## config.mk

```make
export PLATFORM = sky130hd
export DESIGN_NAME = if_id_buffer_flat
export DESIGN_NICKNAME = d
export VERILOG_FILES = /design/src/rtl/if_id_buffer_if.sv /design/src/rtl/if_id_buffer.sv /design/src/flat_wrapper.sv
export SDC_FILE = /design/constraint.sdc
export NUM_CORES = 1
export LEC_CHECK = 0
export CAP_MARGIN = 10
export CORE_MARGIN = 2
export CORE_UTILIZATION = 47
export DETAILED_ROUTE_END_ITERATION = 10
export HOLD_SLACK_MARGIN = 0.1
export PLACE_DENSITY = 0.78
export SETUP_SLACK_MARGIN = 0.2
export SLEW_MARGIN = 20
export SYNTH_ARGS = -nofsm -noshare
export SYNTH_HDL_FRONTEND = slang
export SYNTH_SLANG_ARGS = --single-unit
```

## constraint.sdc

```tcl
create_clock -name clk -period 4.7 [get_ports clk]
set_input_delay 0.94 -clock clk [delete_from_list [all_inputs] [get_ports clk]]
set_output_delay 0.94 -clock clk [all_outputs]
set_load 0.05 [all_outputs]
```

## src/rtl/if_id_buffer_if.sv

```systemverilog
// -----------------------------------------------------------------------------
// if_id_buffer_if
// Handshake bundle between the fetch stage, the IF/ID buffer and decode.
//   Fetch side  : in_valid, in_instr, in_pc_inc2 -> buffer ; in_ready <- buffer
//   Decode side : out_valid, out_instr, out_pc_inc2 <- buffer ; out_ready -> buffer
//   Control     : flush -> buffer ; halt_seen, count <- buffer
// Modports: master = fetch/decode/control side, slave = the buffer itself.
// -----------------------------------------------------------------------------
interface if_id_buffer_if #(
   parameter int CNT_W = 2
);
   logic             in_valid;
   logic [15:0]      in_instr;
   logic [15:0]      in_pc_inc2;
   logic             in_ready;
   logic             out_valid;
   logic [15:0]      out_instr;
   logic [15:0]      out_pc_inc2;
   logic             out_ready;
   logic             flush;
   logic             halt_seen;
   logic [CNT_W-1:0] count;

   modport master (
      output in_valid, in_instr, in_pc_inc2, out_ready, flush,
      input  in_ready, out_valid, out_instr, out_pc_inc2, halt_seen, count
   );

   modport slave (
      input  in_valid, in_instr, in_pc_inc2, out_ready, flush,
      output in_ready, out_valid, out_instr, out_pc_inc2, halt_seen, count
   );
endinterface

```

## src/rtl/if_id_buffer.sv

```systemverilog
// -----------------------------------------------------------------------------
// if_id_buffer
// In-order FIFO of {instr, pc_inc2} pairs decoupling fetch from decode.
// Ports:
//   clk  - rising-edge clock
//   rst  - asynchronous active-low reset
//   bus  - if_id_buffer_if.slave: fetch push handshake, decode pop handshake,
//          synchronous flush, halt_seen flag and occupancy count
// Outputs are taken from registered state only: no in->out bypass, and
// in_ready never looks at out_ready, so a full buffer cannot pass through.
// Once a HALT (opcode 5'b00000) is accepted, further pushes are refused until
// flush or reset; the HALT itself still drains to decode.
// -----------------------------------------------------------------------------
module if_id_buffer #(
   parameter int          DEPTH     = 2,
   parameter int          CNT_W     = 2,
   parameter logic [15:0] NOP_INSTR = 16'h0800
) (
   input  logic          clk,
   input  logic          rst,
   if_id_buffer_if.slave bus
);
   // Pointers are one bit narrower than the count: DEPTH is a power of two,
   // so they wrap naturally and count disambiguates full from empty.
   localparam int PTR_W = CNT_W - 1;

   logic [PTR_W-1:0] rd_ptr_q, rd_ptr_d;
   logic [PTR_W-1:0] wr_ptr_q, wr_ptr_d;
   logic [CNT_W-1:0] count_q, count_d;
   logic             halt_q, halt_d;
   logic [15:0]      instr_q [DEPTH];
   logic [15:0]      pc_q    [DEPTH];

   logic full, empty, in_ready, push, pop, wr_en;

   assign full     = (count_q == CNT_W'(DEPTH));
   assign empty    = (count_q == '0);
   assign in_ready = ~full & ~halt_q;
   assign push     = bus.in_valid & in_ready;
   assign pop      = ~empty & bus.out_ready;
   // A flush discards a concurrent push, so don't touch storage either.
   assign wr_en    = push & ~bus.flush;

   always_comb begin
      rd_ptr_d = rd_ptr_q;
      wr_ptr_d = wr_ptr_q;
      count_d  = count_q;
      halt_d   = halt_q;
      if (bus.flush) begin
         rd_ptr_d = '0;
         wr_ptr_d = '0;
         count_d  = '0;
         halt_d   = 1'b0;
      end else begin
         if (push) wr_ptr_d = wr_ptr_q + PTR_W'(1);
         if (pop)  rd_ptr_d = rd_ptr_q + PTR_W'(1);
         case ({push, pop})
            2'b10:   count_d = count_q + CNT_W'(1);
            2'b01:   count_d = count_q - CNT_W'(1);
            default: count_d = count_q;
         endcase
         if (push && bus.in_instr[15:11] == 5'b00000) halt_d = 1'b1;
      end
   end

   always_ff @(posedge clk or negedge rst) begin
      if (!rst) begin
         rd_ptr_q <= '0;
         wr_ptr_q <= '0;
         count_q  <= '0;
         halt_q   <= 1'b0;
      end else begin
         rd_ptr_q <= rd_ptr_d;
         wr_ptr_q <= wr_ptr_d;
         count_q  <= count_d;
         halt_q   <= halt_d;
      end
   end

   // Storage needs no reset: entries are only visible while count covers them.
   always_ff @(posedge clk) begin
      if (wr_en) begin
         instr_q[wr_ptr_q] <= bus.in_instr;
         pc_q[wr_ptr_q]    <= bus.in_pc_inc2;
      end
   end

   assign bus.in_ready    = in_ready;
   assign bus.out_valid   = ~empty;
   assign bus.out_instr   = empty ? NOP_INSTR : instr_q[rd_ptr_q];
   assign bus.out_pc_inc2 = empty ? 16'h0000  : pc_q[rd_ptr_q];
   assign bus.halt_seen   = halt_q;
   assign bus.count       = count_q;
endmodule

```

## src/flat_wrapper.sv

```systemverilog
// flat-port wrapper written by rule: the top's interface ports become plain ports
module if_id_buffer_flat 
#(
   parameter int          DEPTH     = 2,
   parameter int          CNT_W     = 2,
   parameter logic [15:0] NOP_INSTR = 16'h0800
)
  (clk, rst, bus_in_valid, bus_in_instr, bus_in_pc_inc2, bus_out_ready, bus_flush, bus_in_ready, bus_out_valid, bus_out_instr, bus_out_pc_inc2, bus_halt_seen, bus_count);
  if_id_buffer_if #(.CNT_W(CNT_W)) bus_i ();
  input  logic clk;
  input  logic rst;
  input wire logic [$bits(bus_i.in_valid)-1:0] bus_in_valid;
  input wire logic [$bits(bus_i.in_instr)-1:0] bus_in_instr;
  input wire logic [$bits(bus_i.in_pc_inc2)-1:0] bus_in_pc_inc2;
  input wire logic [$bits(bus_i.out_ready)-1:0] bus_out_ready;
  input wire logic [$bits(bus_i.flush)-1:0] bus_flush;
  output wire logic [$bits(bus_i.in_ready)-1:0] bus_in_ready;
  output wire logic [$bits(bus_i.out_valid)-1:0] bus_out_valid;
  output wire logic [$bits(bus_i.out_instr)-1:0] bus_out_instr;
  output wire logic [$bits(bus_i.out_pc_inc2)-1:0] bus_out_pc_inc2;
  output wire logic [$bits(bus_i.halt_seen)-1:0] bus_halt_seen;
  output wire logic [$bits(bus_i.count)-1:0] bus_count;
  assign bus_i.in_valid = bus_in_valid;
  assign bus_i.in_instr = bus_in_instr;
  assign bus_i.in_pc_inc2 = bus_in_pc_inc2;
  assign bus_i.out_ready = bus_out_ready;
  assign bus_i.flush = bus_flush;
  assign bus_in_ready = bus_i.in_ready;
  assign bus_out_valid = bus_i.out_valid;
  assign bus_out_instr = bus_i.out_instr;
  assign bus_out_pc_inc2 = bus_i.out_pc_inc2;
  assign bus_halt_seen = bus_i.halt_seen;
  assign bus_count = bus_i.count;
  if_id_buffer #(.DEPTH(DEPTH), .CNT_W(CNT_W), .NOP_INSTR(NOP_INSTR)) u_core (.clk(clk), .rst(rst), .bus(bus_i));
endmodule
```

==> summary by stage <==
GRT
Global routing finished with a remaining overflow of 0. The total routing resource utilization after global routing is 0.160. The number of global-route vias before repair is between 1,500 and 2,000.

The first-pass GRT wire length is ~7300 um. The number of antenna violations at the first check in global routing was 0. The pin count of the biggest net entering global routing is 34.

Setup path
For the worst setup path, the data required time is 3.76 ns. The length in cells of the worst reg-to-reg path is 4. The signal on the critical path passes through mux2i_1, nor2_1, clkdlybuf4s50_1. For this run, the slowest stage of the critical path takes 1.01 ns. Data on the critical path arrives at its endpoint at ~2.5 ns. On the critical path, the stage with the largest delay is an instance of sky130_fd_sc_hd__dfrtp_2.

For flop-to-flop paths, the worst setup slack is 2.80 ns. The buffers plus inverters on the worst setup path is 1. In this run the critical register-to-register path is launched from u_core.bus.count[1].

The type of destination of the critical path is an output pin. The worst setup path is launched from a register. The endpoint identified for the worst register-to-register timing path is u_core.instr_q[0][4]. The cell type group with the largest total delay on the critical path is flip-flops.

The critical path in this run is classified as register to output pin. The top fanout value on the critical path is 33.

Timing
The achievable clock frequency is 290 MHz. The minimum period implied by the final worst setup slack is approximately 3.4 ns. The count of endpoints failing hold in the final timing report is 0.

Across the routed clock network, the largest skew measured is 0.00330 ns. Summed over all failing endpoints, the final setup total negative slack is 0 ns. The final setup violation count is 0. Of the available clock period, the critical path in the final layout requires 0.733. The worst pin sits at a relative slew slack of 0.351. The final number of max-transition violations came to 0. Setup repair after global routing left no endpoint under its margin. For the pin with the worst max-slew slack, the measured transition is 0.973 ns.

Final layout
The layout net count is 283. Fill cells in the final layout number 429. The final design instance area without fill is 3690 um2.

Leaving out fill and tap cells, the most frequent cell in the layout is sky130_fd_sc_hd__clkdlybuf4s50_1. In the final layout, the share of cells above drive strength 1 is 0.0837. In the layout the commonest cells are sky130_fd_sc_hd__clkdlybuf4s50_1 (73), sky130_fd_sc_hd__edfxtp_1 (64), sky130_fd_sc_hd__nor2_1 (33). The sequential cell area is 2050 um2. 0 antenna diodes ended up in the layout. Compared with the post-synthesis result, the final layout area differs by 36.7%. The area of combinational cells with multiple inputs is 628 um2.

Hold path
The class of the tightest hold or removal check is register to register. For hold timing, the worst endpoint is u_core.bus.halt_seen. The worst hold path begins at u_core.bus.halt_seen. The cell count of the worst hold path is 1.

Floorplan
The number of top-level pins is 74. The core region is 5540 um2. The initial standard-cell utilization of the core is 0.487. The overall die height is 79.7 um.

The row count is 27. The floorplan step defined a die boundary enclosing 6360 um2. The die extent in x is 79.7 um.

Pwr
For this design the ratio of total power to cell area is 365 nW/um2. The total power of the final layout is 1.34 mW. The total leakage power is 1.23 nW. IR analysis of the VDD net gives a maximum drop of between 0.2 and 0.3 mV.

Yosys
The synthesized area per cell is 16.2 um2. The largest area contributor in the synthesized netlist is sky130_fd_sc_hd__edfxtp_1. The share of the Yosys chip area taken by registers is 0.759.

The total nets after synthesis is 203. The synthesized design contains 69 register bits. In this run the cell area of the synthesized design comes to 2700 um2. Yosys mapped the design onto 24 distinct sky130hd cell types. The warning count from the yosys run is 0.

Sorting the synthesized cells by area gives the leading types as sky130_fd_sc_hd__edfxtp_1 (71%), sky130_fd_sc_hd__mux2i_1 (12%), sky130_fd_sc_hd__nor2_1 (4.7%). The share of synthesized area in the top cell type comes to 0.713. The number of instances in the synthesized netlist is 166.

Route
The total routed wirelength is between 4000 and 5000 um. The via density per instance is just under 5. The number of vias in the routed layout is between 1,500 and 2,000.

For this block, the initial DRC count from the detailed router was 29. The DRC violation count after routing is 0. Before antenna repair, the detailed router went through 4 iterations. The detail route stage leaves a number of antenna-violating nets equal to 0.

In the final routed layout, each cell accounts on average for between 10 and 15 um.

CTS
The cell at the root of the clock tree is sky130_fd_sc_hd__clkbuf_8. The tree built by TritonCTS fans out to 69 sinks. The number of setup buffers added after CTS is 0. Hold repair after CTS inserted 0 buffers.

The total CTS buffers is 9. TritonCTS built the clock tree. The clock-pin slew on the worst setup and hold paths is roughly 0.070 ns. In this run, post-CTS repair resized a total of 0 instances.

Counting along the longest clock path gives a buffer depth of 2. The H-tree generated during clock tree synthesis spans 3 levels. The clock latency at the later pin of the worst-skew pair is approximately 0.32 ns.

Job
The number of max-capacitance violations reported is 0.

Place
Buffers placed on the I/O ports in this run total 73. The placed instances occupy a cell area of 3530 um2. The final RePlAce weighted congestion is 0.833. The HPWL reported at the end of detailed placement is 3050 um.

Outcome
The run finished with clean final reports.
## how the worst max path moves through the flow
stage / start / to / depth (start not counted)
5_1_grt: u_core.bus.count[0] / bus_out_instr[1] / 4
2_1_floorplan: u_core.bus.count[0] / u_core.instr_q[0][0] / 3
4_1_cts: u_core.bus.count[0] / bus_out_pc_inc2[4] / 4
6_report: u_core.rd_ptr_q / bus_out_pc_inc2[12] / 3
3_5_place_dp: u_core.bus.count[0] / bus_out_pc_inc2[4] / 4
3_3_place_gp: u_core.bus.count[0] / bus_out_pc_inc2[6] / 4
## worst reg2reg max path, stage by stage, from the launching register on
cell                       delay [ns]
sky130_fd_sc_hd__dfrtp_1         0.44
sky130_fd_sc_hd__nor2b_4         0.17
sky130_fd_sc_hd__nor2_1          0.17
sky130_fd_sc_hd__nor4bb_4        0.32
sky130_fd_sc_hd__buf_4           0.44
## registers in the layout, summed over array words and instances (netlist names)
register	count
u_core.instr_q	32
u_core.pc_q	32
u_core.bus.count	2
u_core.bus.halt_seen	1
u_core.rd_ptr_q	1
u_core.wr_ptr_q	1
## cell families after synthesis
family / synth area share
muxes: 0.119
and+or+nand+nor: 0.0840
buffers and inverters: 0.0144
xor gates and xnor gates: 0.00325
DFF: 0.759
AOI/OAI and AO/OA: 0.0204
## layout make-up
type,instances,share of cell area
sequential,69,0.556
timing repair buffer,76,0.204
multi-input combinational,88,0.170
clock buffer,11,0.0356
tap,72,0.0244
clock inverter,5,0.00747
inverter,2,0.00204
## per-layer routing
| metal | up-vias | wire, um | track usage |
|---|---|---|---|
| met1 | 759 | 1970 | 0.174 |
| met4 | 0 | 85 | 0.0915 |
| met2 | 41 | 2470 | 0.284 |
| met3 | 6 | 185 | 0.0396 |
| met5 | - | 0 | 0 |
| li1 | 779 | - | - |
## cells in the mapped netlist
cell type	count
sky130_fd_sc_hd__a21oi_1	2
sky130_fd_sc_hd__a31oi_1	1
sky130_fd_sc_hd__and4_1	1
sky130_fd_sc_hd__buf_2	4
sky130_fd_sc_hd__clkbuf_1	3
sky130_fd_sc_hd__dfrtp_1	5
sky130_fd_sc_hd__edfxtp_1	64
sky130_fd_sc_hd__inv_1	2
sky130_fd_sc_hd__mux2i_1	32
sky130_fd_sc_hd__nand2_1	2
sky130_fd_sc_hd__nand2b_1	1
sky130_fd_sc_hd__nand3b_1	1
sky130_fd_sc_hd__nor2_1	34
sky130_fd_sc_hd__nor2b_1	2
sky130_fd_sc_hd__nor2b_4	1
sky130_fd_sc_hd__nor4b_2	1
sky130_fd_sc_hd__nor4bb_1	1
sky130_fd_sc_hd__o2111ai_1	1
sky130_fd_sc_hd__o21a_1	1
sky130_fd_sc_hd__o21ai_0	3
sky130_fd_sc_hd__o31ai_1	1
sky130_fd_sc_hd__or3_1	1
sky130_fd_sc_hd__or4_4	1
sky130_fd_sc_hd__xor2_1	1
## metrics by stage
| step | hold WS [ns] | cells | utilization | setup slack [ns] |
|---|---|---|---|---|
| after floorplan | 0.543 | 166 | - | 0.615 |
| after global placement | 0.559 | 307 | 0.637 | 1.59 |
| after detailed placement | 0.567 | 307 | 0.637 | 1.56 |
| after CTS | 0.581 | 323 | 0.665 | 1.19 |
| after global routing | 0.636 | 323 | 0.665 | 1.08 |
| final | 0.575 | 323 | 0.665 | 1.25 |
## report_power, final
group / internal (mW) / switching, mW / leakage, nW
Combinational: 0.0965 / 0.143 / 0.503
Clock: 0.187 / 0.201 / 0.0744
Sequential: 0.697 / 0.0205 / 0.653
Note: power is estimated with default switching activity, not from simulation.
